===== src/rtl/fifo_arb_pkg.sv =====
// Shared types and width helpers for the FIFO push arbiter.
package fifo_arb_pkg;

  typedef enum logic [0:0] {
    ST_IDLE  = 1'b0,
    ST_BURST = 1'b1
  } ty_FifoArbStates;

  // Requester index width; at least one bit so a single-requester build still has a port.
  function automatic int unsigned id_w(input int unsigned n);
    return (n > 1) ? int'($clog2(n)) : 1;
  endfunction

  // Beat counter width: holds 0..MAX_BURST-1 with a spare bit.
  function automatic int unsigned beat_cnt_w(input int unsigned max_burst);
    return int'($clog2(max_burst)) + 1;
  endfunction

  // Idle-grant counter width: holds 0..TIMEOUT_CYC-1 with a spare bit.
  function automatic int unsigned idle_cnt_w(input int unsigned timeout_cyc);
    return int'($clog2(timeout_cyc)) + 1;
  endfunction

endpackage


===== src/rtl/round_robin_pick.sv =====
// Combinational round-robin picker: first set request searching upward from lastGrant+1.
module round_robin_pick
  import fifo_arb_pkg::*;
#(
  parameter  int unsigned N    = 4,
  localparam int unsigned ID_W = id_w(N)
) (
  input  logic [N-1:0]    req,
  input  logic [ID_W-1:0] lastGrant,
  output logic [ID_W-1:0] winner,
  output logic            anyReq
);

  // Rotate a doubled request vector so bit 0 is the requester after lastGrant, then scan.
  always_comb begin
    logic [2*N-1:0] dbl;
    int unsigned    idx;
    winner = '0;
    anyReq = 1'b0;
    idx    = 0;
    dbl    = {req, req} >> (32'(lastGrant) + 32'd1);
    for (int unsigned i = 0; i < N; i++) begin
      if (!anyReq && dbl[0]) begin
        anyReq = 1'b1;
        idx    = 32'(lastGrant) + 32'd1 + i;
        if (idx >= N) idx = idx - N;
        winner = ID_W'(idx);
      end
      dbl = dbl >> 1;
    end
  end

endmodule


===== src/rtl/fifo_push_arbiter.sv =====
// Round-robin arbiter sharing one FIFO push port between NUM_REQ burst requesters.
// Optional idle-grant timeout enabled by defining FIFO_ARB_TIMEOUT_EN.
module fifo_push_arbiter
  import fifo_arb_pkg::*;
#(
  parameter int unsigned NUM_REQ     = 4,
  parameter int unsigned DATA_W      = 8,
  parameter int unsigned MAX_BURST   = 8,
  parameter int unsigned TIMEOUT_CYC = 16
) (
  input  logic                           ck,
  input  logic                           srstN,
  input  logic [NUM_REQ-1:0]             reqValid,
  input  logic [NUM_REQ-1:0][DATA_W-1:0] reqData,
  input  logic [NUM_REQ-1:0]             reqLast,
  output logic [NUM_REQ-1:0]             reqReady,
  output logic                           fifoPush,
  output logic [DATA_W-1:0]              fifoData,
  input  logic                           fifoFull,
  output logic [id_w(NUM_REQ)-1:0]       grantId,
  output logic                           busy
);

  localparam int unsigned ID_W   = id_w(NUM_REQ);
  localparam int unsigned BEAT_W = beat_cnt_w(MAX_BURST);

  // Reject configurations outside the supported ranges at elaboration.
  if (NUM_REQ < 1 || NUM_REQ > 16 || MAX_BURST < 1 || MAX_BURST > 256 || TIMEOUT_CYC < 1)
  begin : g_bad_param
    $error("fifo_push_arbiter: parameter out of range");
  end

  ty_FifoArbStates   state;
  logic [BEAT_W-1:0] beat_cnt;
  logic [ID_W-1:0]   last_grant;
  logic [ID_W-1:0]   winner;
  logic              any_req;

`ifdef FIFO_ARB_TIMEOUT_EN
  localparam int unsigned IDLE_W = idle_cnt_w(TIMEOUT_CYC);
  logic [IDLE_W-1:0] idle_cnt;
`endif

  round_robin_pick #(.N(NUM_REQ)) u_pick (
    .req      (reqValid),
    .lastGrant(last_grant),
    .winner   (winner),
    .anyReq   (any_req)
  );

  assign busy = (state == ST_BURST);

  // Zero-latency forwarding of the granted requester, throttled by the FIFO full flag.
  always_comb begin
    reqReady = '0;
    fifoPush = 1'b0;
    fifoData = '0;
    if (state == ST_BURST) begin
      reqReady[grantId] = !fifoFull;
      fifoPush          = reqValid[grantId] && !fifoFull;
      if (fifoPush) fifoData = reqData[grantId];
    end
  end

  // Grant FSM: one arbitration cycle in idle, then hold the grant until last, beat limit or timeout.
  always_ff @(posedge ck) begin
    if (!srstN) begin
      state      <= ST_IDLE;
      grantId    <= '0;
      beat_cnt   <= '0;
      last_grant <= ID_W'(NUM_REQ - 1);
`ifdef FIFO_ARB_TIMEOUT_EN
      idle_cnt   <= '0;
`endif
    end else begin
      case (state)
        ST_IDLE: begin
          if (any_req) begin
            state    <= ST_BURST;
            grantId  <= winner;
            beat_cnt <= '0;
`ifdef FIFO_ARB_TIMEOUT_EN
            idle_cnt <= '0;
`endif
          end
        end
        ST_BURST: begin
          if (fifoPush) begin
`ifdef FIFO_ARB_TIMEOUT_EN
            idle_cnt <= '0;
`endif
            if (reqLast[grantId] || beat_cnt == BEAT_W'(MAX_BURST - 1)) begin
              state      <= ST_IDLE;
              last_grant <= grantId;
              beat_cnt   <= '0;
            end else begin
              beat_cnt <= beat_cnt + BEAT_W'(1);
            end
          end
`ifdef FIFO_ARB_TIMEOUT_EN
          else if (!reqValid[grantId] && !fifoFull) begin
            if (idle_cnt == IDLE_W'(TIMEOUT_CYC - 1)) begin
              state      <= ST_IDLE;
              last_grant <= grantId;
              idle_cnt   <= '0;
            end else begin
              idle_cnt <= idle_cnt + IDLE_W'(1);
            end
          end
`endif
        end
        default: state <= ST_IDLE;
      endcase
    end
  end

endmodule


===== config.mk =====
export PLATFORM = sky130hd
export DESIGN_NAME = fifo_push_arbiter
export DESIGN_NICKNAME = d
export VERILOG_FILES = /design/src/rtl/fifo_arb_pkg.sv /design/src/rtl/round_robin_pick.sv /design/src/rtl/fifo_push_arbiter.sv
export SDC_FILE = /design/constraint.sdc
export NUM_CORES = 1
export LEC_CHECK = 0
export BUFFER_PORTS_ARGS = -buffer_cell sky130_fd_sc_hd__buf_2
export CORE_AREA = 2 2 51 53
export DETAILED_ROUTE_END_ITERATION = 10
export DIE_AREA = 0 0 53 55
export HOLD_SLACK_MARGIN = 0.12
export PLACE_DENSITY_LB_ADDON = 0.12
export RECOVER_POWER = 25
export SYNTH_ARGS = -nofsm -noshare
export SYNTH_HDL_FRONTEND = slang
export SYNTH_HIERARCHICAL = 1
export SYNTH_SLANG_ARGS = --single-unit

===== constraint.sdc =====
create_clock -name ck -period 1.6 [get_ports ck]
set_clock_uncertainty 0.15 [all_clocks]
set_input_delay 0.16 -clock ck [delete_from_list [all_inputs] [get_ports ck]]
set_output_delay 0.16 -clock ck [all_outputs]
set_load 0.005 [all_outputs]

Yosys cells after proc, flatten, opt, wreduce, memory -nomap -nowiden
Index checks and enable logic that the tools add are counted.
{"block": "classes", "addsub": 9, "order_cmp": 6, "n_eq_ne": 3, "shift": 1, "n_mux": 32, "n_bitwise": 2, "reduce_logical": 13}
{"operator": ">= comparator 32 x 3 -> 1 bit (second input constant)", "n": 3}
{"operator": "two-way mux 8 bit", "n": 3}
{"operator": "binary-select mux 8 bit (select 2 bit)", "n": 1}
{"operator": "two-way mux 2 bit", "n": 8}
{"operator": "two-way mux 4 bit", "n": 4}
{"operator": "two-way mux 1 bit", "n": 11}
{"operator": "adder 3 x 2 -> 4 bit (second input constant)", "n": 2}
{"operator": "case mux 4 bit (2 select lines)", "n": 1}
{"operator": "right shift 8 x 3 -> 4 bit", "n": 1}
{"operator": "subtractor 2 x 1 -> 2 bit (second input constant)", "n": 4}
{"operator": "logical AND 1 bit", "n": 5}
{"operator": "adder 3 x 1 -> 4 bit (second input constant)", "n": 1}
{"operator": "adder 4 x 1 -> 4 bit (second input constant)", "n": 1}
{"operator": "bitwise AND 4 bit", "n": 1}
{"operator": "binary-select mux 1 bit (select 2 bit)", "n": 2}
{"operator": "== test 4 x 3 -> 1 bit (second input constant)", "n": 1}
{"operator": "logical NOT 1 bit", "n": 4}
{"operator": "!= test 2 bit (second input constant)", "n": 2}
{"operator": "AND reduction 2 bit", "n": 2}
{"operator": "adder 2 x 1 -> 3 bit (second input constant)", "n": 1}
{"operator": ">= comparator 3 bit (second input constant)", "n": 1}
{"operator": "< comparator 2 x 3 -> 1 bit (second input constant)", "n": 1}
{"operator": "AND reduction 3 bit", "n": 1}
{"operator": "demux 1 bit (select 2 bit)", "n": 1}
{"operator": "other kinds (4)", "n": 4}
{"block": "totals", "regBits": 9, "in_bits": 43, "out_inout_bits": 16, "wordCells": 70}

Longest topological paths before layout
Gate-level depths: netlist (run 1).
{"block": "depth", "ltp_word": 14, "ltp_mapped": 6, "depth_no_buf": 5}

By module
Netlist (run 1), hierarchy kept.
{"module": "fifo_push_arbiter", "n_inst": 1, "cells_each": 72, "area_each_um2": 758.2, "seq_area_each_um2": 180.2}
{"module": "round_robin_pick", "n_inst": 1, "cells_each": 14, "area_each_um2": 91.3, "seq_area_each_um2": 0.0}

Worst setup path after synthesis (run 1)
OpenSTA, ideal clock, no wires.
{"block": "synth_path", "path_type": "register to register", "start": "register grantId[0]", "end": "register beat_cnt[3]", "setup_time_ps": 123, "arrival_time_ps": 1446, "required_time_ps": 1327, "slack_ps": -118, "path_stages_with_launch": 7, "path_buffers": 1, "period_less_slack_ps": 1718, "path_cell_list": "dfxtp_1 buf_6 mux4_2 nand2_2 inv_1 o211ai_1 a21boi_1"}
{"block": "synth_between", "elab_chain_len": 6, "elab_cells_between_ends": 12, "classes_between": "eq/ne (1); mux (8); reduce/logical (3)"}
{"item": "start: declaration", "line": "fifo_push_arbiter.sv:20", "rtl": "output logic [id_w(NUM_REQ)-1:0] grantId,"}
{"item": "start signal: assignment", "line": "fifo_push_arbiter.sv:80", "rtl": "grantId <= winner;"}
{"item": "binary-select mux 1 bit (select 2 bit)", "line": "fifo_push_arbiter.sv:60", "rtl": "fifoPush = reqValid[grantId] && !fifoFull;"}
{"item": "two-way mux 1 bit (not written as such)", "line": "fifo_push_arbiter.sv:60"}
{"item": "logical AND 1 bit", "line": "fifo_push_arbiter.sv:60"}
{"item": "two-way mux 1 bit", "line": "fifo_push_arbiter.sv:58", "rtl": "if (state == ST_BURST) begin"}
{"item": "via fifoPush", "line": "fifo_push_arbiter.sv:17", "rtl": "output logic fifoPush,"}
{"item": "!= test 2 bit (no line)"}
{"item": "AND reduction 2 bit (no line)"}
{"item": "end signal: assignment", "line": "fifo_push_arbiter.sv:97", "rtl": "beat_cnt <= beat_cnt + BEAT_W'(1);"}
{"item": "end: declaration", "line": "fifo_push_arbiter.sv:34", "rtl": "logic [BEAT_W-1:0] beat_cnt;"}
The timed path passes the listed nets, and every way through them passes these cells. The select of a mux whose other input is x is not followed.
A chain may end at the register's enable or synchronous reset.

Worst setup path after layout (run 1)
{"block": "layout_path", "start": "register grantId[0]", "end": "output port fifoData[2]"}
{"block": "layout_between", "elab_chain_len": 5, "elab_cells_between_ends": 7, "classes_between": "mux (6); reduce/logical (1)"}
{"item": "binary-select mux 1 bit (select 2 bit)", "line": "fifo_push_arbiter.sv:60"}
{"item": "two-way mux 1 bit (not written as such)", "line": "fifo_push_arbiter.sv:60"}
{"item": "logical AND 1 bit", "line": "fifo_push_arbiter.sv:60"}
{"item": "two-way mux 8 bit *", "line": "fifo_push_arbiter.sv:61", "rtl": "if (fifoPush) fifoData = reqData[grantId];"}
{"item": "two-way mux 8 bit *", "line": "fifo_push_arbiter.sv:58"}
{"item": "end: declaration", "line": "fifo_push_arbiter.sv:18", "rtl": "output logic [DATA_W-1:0] fifoData,"}
Mark *: on every way between the ends. The rest lies on a longest branch, timed or not. The select of a mux whose other input is x is not followed.

==> run_results.csv, run 1 <==
group,metric,value,unit
placed_design,place.detailed.hpwl,1.98,mm
route,drt_wl_total,2.72,mm
clock_network,cts_tree,"yes",
logic_synthesis,yosys_register_bits,9,
logic_synthesis,ys.flop_type,"dfxtp_1",
final_layout,num-fill-cells,228,
power,clockPowerShare,23.6,%
worst_setup_path,cp.required,1.29,ns
clock_network,cts_made_buffers,3,
timing,drv_slew,0,
placed_design,place_inst,176,
grt,grt_pass1_vias,979,
final_layout,final_util,59.2,%
logic_synthesis,netlist_top_cells_area,"dfxtp_1 (21%), mux4_2 (21%), and3_1 (7.4%), mux4_1 (6.2%), nor2b_1 (3.7%)",
logic_synthesis,synthArstFlopShare,0,%
worst_setup_path,worstReg2RegEnd,"beat_cnt[3]",
logic_synthesis,synth-edff-count,0,
clock_network,clockBufferDepth,2,
final_layout,areaGrowthSynthToFinish,64.8,%
power,comb_power_share,41.9,%
grt,grt_max_degree,13,
power,switchingPower,211,uW
placed_design,place_congestion,0.721,
worst_setup_path,end_kind,"output port",
logic_synthesis,avgSynthCellArea,9.88,um^2
route,num_vias,1006,
logic_synthesis,yosysSeqAreaShare,21.2,%
clock_network,cts_sinks,9,
logic_synthesis,syn-cell-area,850,um^2
timing,min_period,1.88,ns
grt,grt_usage,17.9,%
power,p_int,507,uW
power,leakagePower,0.000667,uW
grt,antenna_found_initial,0,
worst_setup_path,setup.worst_path.class,"reg2out",
power,seqPwrFrac,34.5,%
clock_network,cts_max_level,1,
worst_setup_path,r2r_slack,-0.23,ns
route,vias_per_cell,5.35,
worst_setup_path,critPathMaxFanout,6,
timing,tightest_slew,0.305,ns
timing,fmax,532,MHz
floorplanning,coreArea,0.00236,mm^2
timing,fin_hold_ws,0.238,ns
worst_setup_path,crit_path_start,"grantId[0]",
timing,setup_violations,16,
placed_design,port_buffers,58,
final_layout,drive_gt1_share,63.3,%
worst_setup_path,worstRegToRegCells,5,
worst_setup_path,worstPathArrival,1.57,ns
logic_synthesis,synthTopCellsByCount,"and3_1 (10), dfxtp_1 (9), mux4_2 (8)",
route,drcViolationCount,0,
timing,setup-tns-final,-3.57,ns
outcome,violations,"setup timing",
logic_synthesis,synth_area_leader_cell,"dfxtp_1",
logic_synthesis,synth_warnings,6,
timing,hold_viol_final,0,
floorplanning,fp-row-count,18,
outcome,run_status,"finished with violations",
final_layout,diodes,0,
logic_synthesis,synth_top_area_share,21.2,%
run,cap_violations,0,
logic_synthesis,synth_cell_type_count,30,
power,p_sw_share,29.4,%
clock_network,clk_latency,0.25,ns
grt,grt_pass1_wl,3.88,mm
timing,finalCritPeriodShare,118,%
power,powerDensity,513,mW/mm^2
floorplanning,start_util,35.9,%
min_path,hold_class,"in2reg",
final_layout,post_layout_nonfiller_instances,188,
route,ant_nets,0,
final_layout,final_nets,203,
floorplanning,die_w,53,um
timing,slew_headroom,79.7,%
route,drtIter0Drc,15,
worst_setup_path,start_kind,"register",
worst_setup_path,crit_end,"fifoData[2]",
logic_synthesis,synth_cells,86,
power,vdd_drop_max,372,uV
floorplanning,ioPinCount,59,
clock_network,cts-root-buf,"clkbuf_4",
worst_setup_path,reg2reg_from,"grantId[0]",
logic_synthesis,synth.most_common_cell,"and3_1",
timing,rsz0062_at_grt,"yes",
clock_network,path_clk_slew,0.06,ns
logic_synthesis,syn-num-nets,130,
route,wire_per_inst,14.5,um
floorplanning,die_y,55,um
route,first_pass_iters,4,
grt,overflow,0,
timing,setup_slack,-0.280,ns
floorplanning,die-area,0.00292,mm^2
## layout make-up
type	instances	area [um^2]	share of cell area, %
Clock buffer	4	26.3	1.88
Tap cell	30	37.5	2.68
Multi-Input combinational cell	69	696	49.7
Sequential cell	9	185	13.2
Inverter	5	21.3	1.52
Timing Repair Buffer	71	434	31.0
## per-stage QoR
stage          worst slack, ns  total power [uW]  cell area [um^2]
2_1_floorplan          -0.0241               388               858
3_3_place_gp            -0.131               489              1210
3_5_place_dp            -0.177               493              1210
4_1_cts                 -0.288               700              1320
5_1_grt                 -0.358               772              1400
6_report                -0.280               718              1400
## cells in the final DEF (no fill, tap or decap), types with 2 or more instances in the layout
cell and count:
buf_2 54, mux4_2 11, buf_6 9, and3_1 7
dfxtp_1 7, buf_4 7, nor2_1 5, nand3_1 5
nand2b_1 4, nor2b_1 4, and3_4 3, inv_1 3
a21boi_1 3, mux2i_1 3, clkbuf_4 3, nand2_1 2
a31oi_4 2, o21ai_1 2, o311ai_1 2, o211ai_1 2
a21oi_1 2
## how the worst min path moves through the flow
stage	to	cells past startpoint	start
CTS	busy	4	reqValid[2]
global placement	last_grant[1]	2	srstN
floorplan	last_grant[0]	1	srstN
detailed placement	last_grant[1]	2	srstN
global route	busy	4	reqValid[3]
finish	busy	4	reqValid[2]
## critical path, cell delays in order (launching register included)
cell and delay, ns:
dfxtp_4 0.40, mux4_2 0.59, and3_1 0.21, buf_2 0.12
## registers in the layout (all words and copies together), names as in the netlist
name,cells
last_grant,2
busy,1
grantId,2
beat_cnt,4
## power groups by stage
stage	sequential [uW]	combinational, uW	clock (uW)
2_1_floorplan	247	141	0
3_5_place_dp	253	240	0
5_1_grt	250	327	196
4_1_cts	247	278	176
6_report	247	301	169
3_3_place_gp	252	237	0
## routing by layer
layer  track usage (%)  wire length [um]  vias up
li1                  -                 -      485
met1              18.8              1090      475
met2              35.4              1390       44
met3              2.42               217        2
met4              7.69                27        0
met5                 0                 0        -
## kinds of logic (layout without fill, tap and decap cells)
logic type,Yosys count,count (layout),share of synthesized area [%]
DFF,9,9,21.2
buffers and inverters,10,80,5.45
AOI/OAI and AO/OA,17,18,17.1
muxes,13,14,30.9
and+or+nand+nor,36,36,23.9
adders and majority gates,1,1,1.47
## timing repair
item | CTS | global route
hold buffers | 1 | 0
endpoints found under the setup margin | 16 | 20
resized for setup | 15 | 18
buffers inserted | 3 | 1
cloned | 2 | 1
hold endpoints to repair | 9 | 0
pin swaps | 6 | 6
Power figures use the tool's default switching activity.
==> inputs of run 2 (changes only) <==
--- a/config.mk
+++ b/config.mk
@@ -7,12 +7,14 @@
 export LEC_CHECK = 0
 export BUFFER_PORTS_ARGS = -buffer_cell sky130_fd_sc_hd__buf_2
 export CORE_AREA = 2 2 51 53
+export CTS_CLUSTER_SIZE = 10
 export DETAILED_ROUTE_END_ITERATION = 10
 export DIE_AREA = 0 0 53 55
 export HOLD_SLACK_MARGIN = 0.12
-export PLACE_DENSITY_LB_ADDON = 0.12
+export PLACE_DENSITY_LB_ADDON = 0.2
 export RECOVER_POWER = 25
 export SYNTH_ARGS = -nofsm -noshare
 export SYNTH_HDL_FRONTEND = slang
 export SYNTH_HIERARCHICAL = 1
 export SYNTH_SLANG_ARGS = --single-unit
+export TNS_END_PERCENT = 5
==> run 2 against run 1 <==
Sequential power about the same. Highest routed layer unchanged. Design area down 4.1%. Worst setup slack worse by 0.021 ns. The run still ends with setup timing left. Flip-flop and latch count unchanged. Combinational power down 7.3%.
==> run_results.csv, run 2 (synthesized netlist as in run 1, its figures left out) <==
group,metric,value,unit
timing,min_period,1.90,ns
clock_network,cts_max_level,1,
grt,antenna_found_initial,0,
final_layout,diodes,0,
timing,tightest_slew,0.290,ns
route,vias_per_cell,5.32,
route,wire_per_inst,14.5,um
route,ant_nets,0,
grt,grt_pass1_vias,900,
final_layout,final_common_cell,"buf_2",
clock_network,path_clk_slew,0.06,ns
grt,grt_usage,18.7,%
final_layout,areaGrowthSynthToFinish,58.0,%
worst_setup_path,setup.worst_path.class,"reg2out",
route,drt_wl_total,2.65,mm
clock_network,cts_made_buffers,3,
placed_design,port_buffers,58,
final_layout,reg_top3,"beat_cnt (4), grantId (2), last_grant (2)",
route,first_pass_iters,4,
timing,slew_headroom,80.4,%
outcome,run_status,"finished with violations",
floorplanning,die-area,0.00292,mm^2
timing,setup_violations,16,
timing,fmax,526,MHz
route,drtIter0Drc,33,
timing,drv_slew,0,
final_layout,final_nets,198,
floorplanning,start_util,35.9,%
power,leakagePower,0.000638,uW
floorplanning,die_w,53,um
worst_setup_path,critPathMaxFanout,6,
power,vdd_drop_max,546,uV
worst_setup_path,start_kind,"register",
grt,grt_pass1_wl,3.94,mm
final_layout,most-common-layout-cells,"buf_2 (53), mux4_2 (11), buf_6 (9)",
worst_setup_path,worstRegToRegCells,5,
timing,rsz0062_at_grt,"yes",
power,total_power,700,uW
min_path,holdPathStages,4,
floorplanning,fp-row-count,18,
placed_design,place_inst,175,
floorplanning,die_y,55,um
placed_design,dpl-instance-area,0.00120,mm^2
final_layout,largest_reg_flops,4,
final_layout,stdcell_area,0.00134,mm^2
floorplanning,ioPinCount,59,
route,drcViolationCount,0,
worst_setup_path,worstPathArrival,1.59,ns
final_layout,post_layout_nonfiller_instances,183,
timing,setup_slack,-0.301,ns
worst_setup_path,end_kind,"output port",
final_layout,drive_gt1_share,60.8,%
route,num_vias,974,
placed_design,place.detailed.hpwl,2.00,mm
grt,overflow,0,
clock_network,cts-root-buf,"clkbuf_4",
clock_network,cts_sinks,9,
final_layout,regMostFlops,"beat_cnt",
power,powerDensity,522,mW/mm^2
floorplanning,coreArea,0.00236,mm^2
timing,hold_viol_final,0,
clock_network,cts_tree,"yes",
placed_design,place_congestion,0.724,
worst_setup_path,cp.required,1.29,ns
run,cap_violations,0,
outcome,violations,"setup timing",
min_path,hold_class,"in2reg",
clock_network,clk_latency,0.26,ns
timing,finalCritPeriodShare,119,%
clock_network,clockBufferDepth,2,
grt,grt_max_degree,13,
## run 2: path summary, 6_finish.rpt
kind | startpoint | to | slack, ns
worst max-delay path | grantId[0] | fifoData[5] | -0.30
worst min register to register | beat_cnt[1] | beat_cnt[1] | 0.34
worst min-delay path | reqValid[0] | grantId[0] | 0.23
worst max register to register | grantId[0] | beat_cnt[2] | -0.20
## run 2: where the power goes
part           leakage (uW)  internal [uW]  switching (uW)  total, uW
combinational      0.000549            165             114        279
clock             0.0000150           96.0            78.2        174
sequential        0.0000745            234            13.8        247
## run 2: layout make-up
class,count,area [um^2]
Tap cell,30,37.5
Fill cell,222,1020
Clock buffer,4,26.3
Multi-Input combinational cell,68,666
Inverter,5,21.3
Sequential cell,9,185
Timing Repair Buffer,67,407
## run 2: what timing repair did
action	in CTS	in global routing
cloned	1	0
endpoints found under the setup margin	16	20
pin swaps	9	3
buffers inserted	2	0
hold buffers	1	0
endpoints found under the hold margin	9	0
resized for setup	10	11
## run 2: through the flow
stage	worst slack (ns)	setup TNS, ns	hold slack (ns)	util, %
2_1_floorplan	-0.0243	-0.120	0.101	-
3_3_place_gp	-0.0631	-0.665	0.276	50.8
3_5_place_dp	-0.110	-1.26	0.285	50.8
4_1_cts	-0.311	-3.98	0.228	55.2
5_1_grt	-0.344	-4.97	0.264	56.8
6_report	-0.301	-3.74	0.235	56.8
## run 2: metal layers
layer | GRT usage (%) | wire length (um) | vias up
met3 | 5.38 | 237 | 4
met4 | 3.85 | 22 | 0
li1 | - | - | 470
met2 | 33.5 | 1250 | 48
met5 | 0 | 0 | -
met1 | 22.2 | 1130 | 452
## run 2: critical path: stages, from the launching register on
cell,delay (ns)
dfxtp_4,0.40
mux4_2,0.61
and3_1,0.20
buf_2,0.12
==> inputs of run 3 (changes only) <==
--- a/config.mk
+++ b/config.mk
@@ -17,4 +17,4 @@
 export SYNTH_HDL_FRONTEND = slang
 export SYNTH_HIERARCHICAL = 1
 export SYNTH_SLANG_ARGS = --single-unit
-export TNS_END_PERCENT = 5
+export TNS_END_PERCENT = 30
==> run 3 against run 2 <==
Routed wire length decreased by 0.49%. Die area is the same. Via count fell by 0.10%. Global-route usage down 0.10 points. Critical path type unchanged. Critical path depth is the same. The flow still finishes with violations (setup timing). Clock power barely moved.
==> run_results.csv, run 3 (synthesized netlist as in run 1, its figures left out) <==
group,metric,value,unit
outcome,run_status,"finished with violations",
outcome,violations,"setup timing",
grt,grt_pass1_wl,3.91,mm
placed_design,place_inst,175,
final_layout,drive_gt1_share,62.1,%
route,first_pass_iters,4,
worst_setup_path,r2r_slack,-0.20,ns
placed_design,place.detailed.hpwl,2.00,mm
route,drtIter0Drc,28,
route,ant_nets,0,
worst_setup_path,path_delay_family,"multiplexers",
route,vias_per_cell,5.32,
run,cap_violations,0,
final_layout,ff_latch_area,185,um^2
final_layout,largest_reg_flops,4,
clock_network,cts_tree,"yes",
route,num_vias,973,
final_layout,diodes,0,
grt,grt_max_degree,13,
clock_network,cts-root-buf,"clkbuf_4",
power,vdd_drop_max,547,uV
placed_design,place_congestion,0.724,
route,drcViolationCount,0,
timing,finalCritPeriodShare,119,%
worst_setup_path,critPathBufInv,1,
worst_setup_path,worstPathArrival,1.59,ns
floorplanning,die_w,53,um
placed_design,port_buffers,58,
worst_setup_path,critPathMaxStageDelay,0.61,ns
timing,setup_slack,-0.302,ns
worst_setup_path,cp_slowest_cell,"mux4_2",
clock_network,clockBufferDepth,2,
timing,slew_headroom,80.4,%
clock_network,cts_sinks,9,
timing,setup-tns-final,-3.75,ns
grt,overflow,0,
final_layout,final_nets,198,
worst_setup_path,reg2reg_from,"grantId[0]",
floorplanning,ioPinCount,59,
timing,rsz0062_at_grt,"yes",
floorplanning,fp-row-count,18,
grt,grt_pass1_vias,891,
floorplanning,die-area,0.00292,mm^2
power,powerDensity,517,mW/mm^2
timing,setup_violations,16,
floorplanning,start_util,35.9,%
timing,hold_viol_final,0,
power,leakagePower,0.000636,uW
worst_setup_path,crit_chain,"mux4_2, and3_1, buf_2",
clock_network,cts_made_buffers,3,
final_layout,post_layout_nonfiller_instances,183,
final_layout,regMostFlops,"beat_cnt",
worst_setup_path,start_kind,"register",
min_path,min_from,"reqValid[0]",
final_layout,reg_top3,"beat_cnt (4), grantId (2), last_grant (2)",
worst_setup_path,cp.required,1.29,ns
clock_network,path_clk_slew,0.06,ns
grt,antenna_found_initial,0,
timing,drv_slew,0,
final_layout,multi_input_area,676,um^2
final_layout,most-common-layout-cells,"buf_2 (51), mux4_2 (11), buf_6 (11)",
timing,min_period,1.90,ns
final_layout,num-fill-cells,217,
timing,tightest_slew,0.290,ns
floorplanning,coreArea,0.00236,mm^2
route,wire_per_inst,14.4,um
min_path,hold_class,"in2reg",
power,total_power,706,uW
clock_network,cts_max_level,1,
worst_setup_path,crit_path_start,"grantId[0]",
route,drt_wl_total,2.63,mm
grt,grt_usage,18.5,%
final_layout,areaGrowthSynthToFinish,60.7,%
worst_setup_path,critPathMaxFanout,6,
worst_setup_path,end_kind,"output port",
final_layout,final_common_cell,"buf_2",
floorplanning,die_y,55,um
timing,fmax,526,MHz
worst_setup_path,setup.worst_path.class,"reg2out",
clock_network,clk_latency,0.26,ns
[run 3: cell counts in the layout (fill, tap and decap cells not counted)]
Identical to the previous run, type by type.
[run 3: layer usage]
metal / global-route usage (%) / wire [um] / up-vias / share of wire [%]
li1: - / - / 471 / -
met1: 22.1 / 1130 / 450 / 43
met2: 33.5 / 1250 / 48 / 47
met3: 5.11 / 232 / 4 / 8.8
met4: 3.85 / 22 / 0 / 0.84
met5: 0 / 0 / - / 0
[run 3: repair_timing]
action / CTS / global route
buffers inserted: 2 / 0
hold endpoints to repair: 9 / 0
setup endpoints to repair: 16 / 20
gates cloned: 1 / 0
hold buffers: 1 / 0
pin swaps: 9 / 3
gates resized for setup: 11 / 14
[run 3: final cells by class]
cell class	count	area share, %
inverter	5	1.56
tap	30	2.75
timing repair buffer	67	30.7
multi-input combinational	68	49.5
sequential	9	13.6
clock buffer	4	1.92
[run 3: through the flow]
stage          hold slack (ns)  instance area [um^2]  setup WS, ns  util, %
6_report                 0.235                  1370        -0.302     57.7
5_1_grt                  0.264                  1370        -0.344     57.7
4_1_cts                  0.228                  1300        -0.311     55.0
3_5_place_dp             0.285                  1200        -0.110     50.8
3_3_place_gp             0.276                  1200       -0.0631     50.8
2_1_floorplan            0.101                   858       -0.0243        -
[run 3: worst paths after layout]
kind                  to  cells after the start
max          fifoData[5]                      3
max reg2reg  beat_cnt[2]                      5
min reg2reg  beat_cnt[1]                      2
min           grantId[0]                      4
[run 3: tightest hold or removal path, delay by kind of cell]
family,cells,cell delay [ns]
mux,1,0.14
compound gates,1,0.11
simple gates,1,0.06
buf+inv,1,0.14
[run 3: power by group]
part / internal (uW) / total, uW / switching [uW]
clock network: 96.0 / 174 / 78.2
logic: 169 / 284 / 115
registers: 234 / 247 / 13.8
